<file path="src/rtl/time_set_pkg.sv">
// Shared types and constants for the time/alarm entry controller:
// FSM state encoding, per-digit wrap limits and digit indices.
package time_set_pkg;

  typedef enum logic [2:0] {
    S_IDLE    = 3'd0,
    S_EDIT_H1 = 3'd1,
    S_EDIT_H0 = 3'd2,
    S_EDIT_M1 = 3'd3,
    S_EDIT_M0 = 3'd4,
    S_COMMIT  = 3'd5
  } state_e;

  // Largest legal value of each digit; incrementing past it wraps to 0.
  localparam logic [1:0] H1_MAX    = 2'd2;
  localparam logic [3:0] H0_MAX    = 4'd9;
  localparam logic [3:0] H0_MAX_20 = 4'd3;  // hour units limit once hour tens is 2
  localparam logic [3:0] M1_MAX    = 4'd5;
  localparam logic [3:0] M0_MAX    = 4'd9;

  // Index reported on edit_digit.
  localparam logic [1:0] DIG_H1 = 2'd0;
  localparam logic [1:0] DIG_H0 = 2'd1;
  localparam logic [1:0] DIG_M1 = 2'd2;
  localparam logic [1:0] DIG_M0 = 2'd3;

  // Increment a BCD digit, wrapping to 0 once it has reached its limit.
  function automatic logic [3:0] bcd_bump(input logic [3:0] v, input logic [3:0] lim);
    return (v >= lim) ? 4'd0 : v + 4'd1;
  endfunction

  // Digit index shown for a given state; non-edit states report 0.
  function automatic logic [1:0] digit_of(input state_e s);
    case (s)
      S_EDIT_H0: return DIG_H0;
      S_EDIT_M1: return DIG_M1;
      S_EDIT_M0: return DIG_M0;
      default:   return DIG_H1;
    endcase
  endfunction

endpackage

</file>
<file path="src/rtl/time_set_ctrl_btn_debounce.sv">
// Button front end: 2-FF synchronizer, stability-counter debouncer and a
// one-cycle press pulse on each accepted 0->1 transition.
// Optional macro TIME_SET_AUTOREPEAT_EN: instances built with REPEAT_EN=1
// also pulse while held (first repeat after 4*REPEAT_CYCLES, then every
// REPEAT_CYCLES).
module btn_debounce #(
  parameter int DEBOUNCE_CYCLES = 16,
  parameter int REPEAT_CYCLES   = 8,
  parameter bit REPEAT_EN       = 1'b0
) (
  input  logic clock,
  input  logic reset,
  input  logic btn_i,
  output logic press_o
);

  localparam int CNT_W = $clog2(DEBOUNCE_CYCLES + 1);
  localparam int REP_W = $clog2(4 * REPEAT_CYCLES + 1);

`ifdef TIME_SET_AUTOREPEAT_EN
  localparam bit AR_BUILD = 1'b1;
`else
  localparam bit AR_BUILD = 1'b0;
`endif

  logic             sync1_q, sync2_q;
  logic             db_q, db_d;
  logic [CNT_W-1:0] cnt_q, cnt_d;
  logic [REP_W-1:0] rep_q, rep_d;
  logic             rise, rep_fire;
  logic             press_q;

  // Accept a new level only after it has differed from the debounced one
  // for DEBOUNCE_CYCLES consecutive cycles; any bounce restarts the count.
  always_comb begin
    cnt_d = '0;
    db_d  = db_q;
    rise  = 1'b0;
    if (sync2_q != db_q) begin
      if (cnt_q == CNT_W'(DEBOUNCE_CYCLES - 1)) begin
        db_d = sync2_q;
        rise = sync2_q;
      end else begin
        cnt_d = cnt_q + 1'b1;
      end
    end
  end

  // Hold-to-repeat timer: reloaded with the long initial delay while released.
  always_comb begin
    rep_d    = REP_W'(4 * REPEAT_CYCLES - 1);
    rep_fire = 1'b0;
    if (AR_BUILD && REPEAT_EN && db_q && db_d) begin
      if (rep_q == '0) begin
        rep_fire = 1'b1;
        rep_d    = REP_W'(REPEAT_CYCLES - 1);
      end else begin
        rep_d = rep_q - 1'b1;
      end
    end
  end

  // Synchronizer, debounce state and registered press pulse.
  always_ff @(posedge clock or negedge reset) begin
    if (!reset) begin
      sync1_q <= 1'b0;
      sync2_q <= 1'b0;
      db_q    <= 1'b0;
      cnt_q   <= '0;
      rep_q   <= REP_W'(4 * REPEAT_CYCLES - 1);
      press_q <= 1'b0;
    end else begin
      sync1_q <= btn_i;
      sync2_q <= sync1_q;
      db_q    <= db_d;
      cnt_q   <= cnt_d;
      rep_q   <= rep_d;
      press_q <= rise | rep_fire;
    end
  end

  assign press_o = press_q;

endmodule

</file>
<file path="src/rtl/time_set_ctrl.sv">
// Button-driven HH:MM entry controller for the alarm clock's load interface.
// Walks the four BCD digits with per-digit wrap limits, then strobes
// load_time or load_alarm for one cycle. Idle edits abort after
// TIMEOUT_CYCLES. Optional macro TIME_SET_AUTOREPEAT_EN enables hold-to-repeat
// on btn_inc.
module time_set_ctrl
  import time_set_pkg::*;
#(
  parameter int DEBOUNCE_CYCLES = 16,
  parameter int TIMEOUT_CYCLES  = 1000,
  parameter int REPEAT_CYCLES   = 8
) (
  input  logic       clock,
  input  logic       reset,
  input  logic       btn_set,
  input  logic       btn_inc,
  input  logic       sel_alarm,
  output logic [1:0] H_in1,
  output logic [3:0] H_in0,
  output logic [3:0] M_in1,
  output logic [3:0] M_in0,
  output logic       load_time,
  output logic       load_alarm,
  output logic       editing,
  output logic [1:0] edit_digit
);

  localparam int TO_W = $clog2(TIMEOUT_CYCLES + 1);

  logic            set_p, inc_p;
  state_e          state_q, state_d;
  logic [1:0]      h1_q, h1_d;
  logic [3:0]      h0_q, h0_d, m1_q, m1_d, m0_q, m0_d;
  logic            target_q, target_d;
  logic [TO_W-1:0] to_cnt_q, to_cnt_d;
  logic            in_edit, timeout;
  logic            load_time_q, load_alarm_q, editing_q;
  logic [1:0]      edit_digit_q;

  btn_debounce #(
    .DEBOUNCE_CYCLES(DEBOUNCE_CYCLES),
    .REPEAT_CYCLES  (REPEAT_CYCLES),
    .REPEAT_EN      (1'b0)
  ) u_set_db (
    .clock  (clock),
    .reset  (reset),
    .btn_i  (btn_set),
    .press_o(set_p)
  );

  btn_debounce #(
    .DEBOUNCE_CYCLES(DEBOUNCE_CYCLES),
    .REPEAT_CYCLES  (REPEAT_CYCLES),
    .REPEAT_EN      (1'b1)
  ) u_inc_db (
    .clock  (clock),
    .reset  (reset),
    .btn_i  (btn_inc),
    .press_o(inc_p)
  );

  assign in_edit = (state_q != S_IDLE) && (state_q != S_COMMIT);
  assign timeout = in_edit && !set_p && !inc_p &&
                   (to_cnt_q == TO_W'(TIMEOUT_CYCLES - 1));

  // Next state and digit updates; a set pulse always beats a same-cycle inc.
  always_comb begin
    state_d  = state_q;
    h1_d     = h1_q;
    h0_d     = h0_q;
    m1_d     = m1_q;
    m0_d     = m0_q;
    target_d = target_q;
    to_cnt_d = (in_edit && !set_p && !inc_p) ? to_cnt_q + 1'b1 : '0;
    case (state_q)
      S_IDLE: begin
        if (set_p) begin
          target_d = sel_alarm;
          h1_d     = '0;
          h0_d     = '0;
          m1_d     = '0;
          m0_d     = '0;
          state_d  = S_EDIT_H1;
        end
      end
      S_EDIT_H1: begin
        if (set_p) begin
          state_d = S_EDIT_H0;
        end else if (inc_p) begin
          h1_d = (h1_q >= H1_MAX) ? 2'd0 : h1_q + 2'd1;
          // Keep the hour legal when the tens digit moves onto 2.
          if (h1_d == H1_MAX && h0_q > H0_MAX_20) h0_d = H0_MAX_20;
        end
      end
      S_EDIT_H0: begin
        if (set_p) state_d = S_EDIT_M1;
        else if (inc_p) h0_d = bcd_bump(h0_q, (h1_q == H1_MAX) ? H0_MAX_20 : H0_MAX);
      end
      S_EDIT_M1: begin
        if (set_p) state_d = S_EDIT_M0;
        else if (inc_p) m1_d = bcd_bump(m1_q, M1_MAX);
      end
      S_EDIT_M0: begin
        if (set_p) state_d = S_COMMIT;
        else if (inc_p) m0_d = bcd_bump(m0_q, M0_MAX);
      end
      S_COMMIT: state_d = S_IDLE;
      default:  state_d = S_IDLE;
    endcase
    if (timeout) state_d = S_IDLE;
  end

  // State, digit, target and timeout registers plus registered status outputs.
  always_ff @(posedge clock or negedge reset) begin
    if (!reset) begin
      state_q      <= S_IDLE;
      h1_q         <= '0;
      h0_q         <= '0;
      m1_q         <= '0;
      m0_q         <= '0;
      target_q     <= 1'b0;
      to_cnt_q     <= '0;
      load_time_q  <= 1'b0;
      load_alarm_q <= 1'b0;
      editing_q    <= 1'b0;
      edit_digit_q <= '0;
    end else begin
      state_q      <= state_d;
      h1_q         <= h1_d;
      h0_q         <= h0_d;
      m1_q         <= m1_d;
      m0_q         <= m0_d;
      target_q     <= target_d;
      to_cnt_q     <= to_cnt_d;
      load_time_q  <= (state_d == S_COMMIT) && !target_d;
      load_alarm_q <= (state_d == S_COMMIT) && target_d;
      editing_q    <= (state_d != S_IDLE) && (state_d != S_COMMIT);
      edit_digit_q <= digit_of(state_d);
    end
  end

  assign H_in1      = h1_q;
  assign H_in0      = h0_q;
  assign M_in1      = m1_q;
  assign M_in0      = m0_q;
  assign load_time  = load_time_q;
  assign load_alarm = load_alarm_q;
  assign editing    = editing_q;
  assign edit_digit = edit_digit_q;

endmodule

</file>
<file path="config.mk">
export PLATFORM = sky130hd
export DESIGN_NAME = time_set_ctrl
export DESIGN_NICKNAME = d
export VERILOG_FILES = /design/src/rtl/time_set_pkg.sv /design/src/rtl/time_set_ctrl_btn_debounce.sv /design/src/rtl/time_set_ctrl.sv
export SDC_FILE = /design/constraint.sdc
export NUM_CORES = 1
export LEC_CHECK = 0
export ABC_AREA = 1
export ABC_CLOCK_PERIOD_IN_PS = 1700
export CORE_MARGIN = 4
export CORE_UTILIZATION = 45
export CTS_BUF_LIST = sky130_fd_sc_hd__clkbuf_16
export DETAILED_ROUTE_END_ITERATION = 7
export PLACE_DENSITY = 0.7
export SYNTH_ARGS = -nofsm -noshare
export SYNTH_HDL_FRONTEND = slang
export SYNTH_SLANG_ARGS = --single-unit
export TNS_END_PERCENT = 50
</file>
<file path="constraint.sdc">
create_clock -name clock -period 1.7 [get_ports clock]
set_input_delay 0.34 -clock clock [delete_from_list [all_inputs] [get_ports clock]]
set_output_delay 0.34 -clock clock [all_outputs]
set_load 0.02 [all_outputs]
</file>
==> qor.yml <==
yosys:
  synthTopCellsByArea: "dfrtp_1, nand2_1, nor2_1"
  synth_seq_area_share_pct: 50.87
  yosys_warnings: 0
  synth_area_um2: 2509
  synth_cell_types: 24
  netlist_instances: 303
  synthFlopType: "dfrtp_1"
  synth-seq-cells: 51
  syn-num-nets: 320
  synthArstFlopShare_pct: 100.0
  yosys.area.top_type: "dfrtp_1"
  synth_edf_count: 0
  synth.top_cell.area_share_pct: 50.87
  avgSynthCellArea_um2: 8.279
clock_network:
  cts_sinks: 51
  numCtsBuffers: 5
  clock_latency_ns: 0.28
  cts_root_buf: "clkbuf_16"
  clk_pin_slew_ns: 0.06
  cts_setup_buffers: 0
  cts_tree: "built"
  cts.htree.levels: 2
  clockBufferDepth: 2
  hold_buffers: 0
detailed_routing:
  wirelength_mm: 4.471
  wl_met2_mm: 2.228
  dr.pass1.iters: 4
  ant_nets: 0
  vias: 1945
  routedLengthMet1_mm: 2.061
  wire_per_inst_um: 11.01
  top_layer: "met4"
  drc: 0
  met3_length_um: 139
  dr.first_iter.drc_count: 75
  viasPerCell: 4.791
placement:
  io_buffers: 23
  finalWeightedCongestion: 0.8013
  dp_cells: 398
  hpwl_mm: 3.271
  placed_cell_area_um2: 2849
timing:
  fmax_mhz: 605.9
  maxSlewViolCount: 0
  worstMarginPinSlew_ns: 0.4058
  timing.final.crit_share_pct: 97.08
  hold_viol: 0
  tns_ns: 0
  fin_crit_ns: 1.650
  slew_headroom_pct: 72.75
  setup_violations: 0
  finalClockSkew_ns: 0.002906
setup_path:
  critical_path.startpoint_type: "flop"
  critPathSlowestCell: "clkdlybuf4s50_1"
  cp_cell_sequence: "clkdlybuf4s50_1"
  slowest_delay_ns: 0.63
  path_delay_family: "buffers and inverters"
  worstPathMaxFanout: 4
  crit_type: "flop to primary output"
  cp.required_ns: 1.36
  worstPathArrival_ns: 1.31
  crit_path_end_kind: "primary output"
  cp_num_buf_inv: 1
final_layout:
  utilization_pct: 56.81
  fillers: 482
  drive_gt1_share_pct: 6.548
  nets: 352
  final_area_um2: 2994
  syn_to_final_growth_pct: 19.35
  stdcell_count: 406
  diodes: 0
die:
  die-area_um2: 6834
  ios: 24
  num_rows: 26
  die_height_um: 82.67
  initial_core_util_pct: 47.60
  fp.dieW_um: 82.67
  coreArea_um2: 5270
job:
  maxCapViolations: 0
pwr:
  power.density_nw_per_um2: 754.6
  p_leak_nw: 1.535
  ir_worst_vdd_uv: 586.7
grt:
  grt_pass1_vias: 1781
  grt_max_degree: 52
  grt_usage_pct: 14.59
  grt-ovfl-total: 0
  grt_pass1_wl_mm: 7.700
  antenna_found_initial: 0
worst_hold_path:
  hold_path.class: "input port to asynchronous set/reset pin"
outcome:
  status: "finished, final reports clean"
-- cell usage after synthesis (3+ instances only) --
cell and n:
a21oi_1 10, dfrtp_1 51, ha_1 12, inv_1 40, nand2_1 73, nand2_2 3
nand3_1 18, nand4_1 4, nor2_1 42, nor3_1 9, o21ai_0 16, or2_2 3
xnor2_1 4, xor2_1 6
-- metal layers --
metal  global-route usage [%]  up-vias
met5                        0        -
met4                    4.739        0
met3                    3.362        6
met2                    25.08       28
met1                    18.08      891
li1                         -     1020
-- logic make-up after synthesis --
logic type	share of synthesized area (%)
xor gates and xnor gates	3.491
adders and majority gates	5.985
and+or+nand+nor	26.73
buffers and inverters	6.134
AOI/OAI and AO/OA	6.783
DFF	50.87
-- registers in the layout, summed over array words and instances (netlist names) --
name              flops
u_inc_db.sync2_q      1
u_inc_db.db_q         1
u_inc_db.cnt_q        5
u_set_db.db_q         1
u_set_db.sync1_q      1
u_set_db.press_o      1
H_in0                 4
target_q              1
M_in0                 4
to_cnt_q             10
M_in1                 4
u_inc_db.press_o      1
edit_digit            2
editing               1
load_alarm            1
state_q               3
H_in1                 2
load_time             1
u_set_db.sync2_q      1
u_set_db.cnt_q        5
u_inc_db.sync1_q      1
-- stage by stage --
stage	power [W]	worst slack, ns	hold WS (ns)
floorplan	0.001286	0.1448	0.04441
global placement	0.001329	0.1957	0.3324
detailed placement	0.001330	0.1354	0.3364
CTS	0.002284	0.01243	0.04271
global route	0.002352	-0.0004357	0.05320
finish	0.002260	0.04967	0.03277
-- final cells by class --
cell class | instances | area (um^2) | area share, %
flip-flops and latches | 51 | 1277 | 42.67
multi-input cells | 211 | 1081 | 36.11
repair buffers | 25 | 252.7 | 8.441
inverters | 41 | 153.9 | 5.140
clock buffers | 5 | 125.1 | 4.179
well taps | 70 | 87.58 | 2.925
clock inverters | 3 | 16.27 | 0.5433
-- placed cells by master, fill, tap and decap left out --
| cell type | n |
|---|---|
| or2_1 | 1 |
| or2_2 | 3 |
| buf_2 | 1 |
| nor2_1 | 41 |
| inv_1 | 41 |
| clkinv_1 | 1 |
| ha_1 | 12 |
| xor2_1 | 6 |
| clkbuf_16 | 5 |
| dlymetal6s2s_1 | 2 |
| dfrtp_1 | 50 |
| nand3_1 | 18 |
| o21ai_2 | 1 |
| clkinv_4 | 1 |
| buf_12 | 1 |
| nand2_2 | 3 |
| dfrtp_2 | 1 |
| inv_2 | 1 |
| a21oi_1 | 10 |
| nand2_4 | 1 |
| nor3_1 | 9 |
| xnor2_1 | 4 |
| clkdlybuf4s50_1 | 16 |
| nand4_1 | 4 |
| o22ai_1 | 1 |
| o21ai_1 | 2 |
| o21ai_0 | 16 |
| nand2_1 | 73 |
| dlygate4sd2_1 | 4 |
| buf_4 | 1 |
| nor2_2 | 2 |
| o21bai_1 | 2 |
| nor4_1 | 1 |
| nor2_4 | 1 |
-- power breakdown --
part | switching (W) | total [W] | internal (W)
clock | 0.000416 | 0.000954 | 0.000538
sequential | 0.0000109 | 0.00124 | 0.00123
combinational | 0.0000394 | 0.0000640 | 0.0000246
-- path summary, 6_finish.rpt --
path	start	endpoint	slack (ns)	depth (start not counted)
max reg2reg	H_in1[1]$_DFFE_PN0P_	H_in0[3]$_DFFE_PN0P_	0.13	11
max	M_in0[2]$_DFFE_PN0P_	M_in0[2]	0.05	1
min	reset	to_cnt_q[3]$_DFF_PN0_	0.03	2
min in group clock	u_inc_db.sync1_q$_DFF_PN0_	u_inc_db.sync2_q$_DFF_PN0_	0.35	0
min reg2reg	u_inc_db.sync1_q$_DFF_PN0_	u_inc_db.sync2_q$_DFF_PN0_	0.35	0
max in group asynchronous	reset	H_in1[0]$_DFFE_PN0P_	1.44	2
-- timing repair --
action,CTS,global route
gates cloned,0,0
resized for setup,4,4
setup endpoints to repair,4,5
endpoints found under the hold margin,0,0
Power figures use the tool's default switching activity.
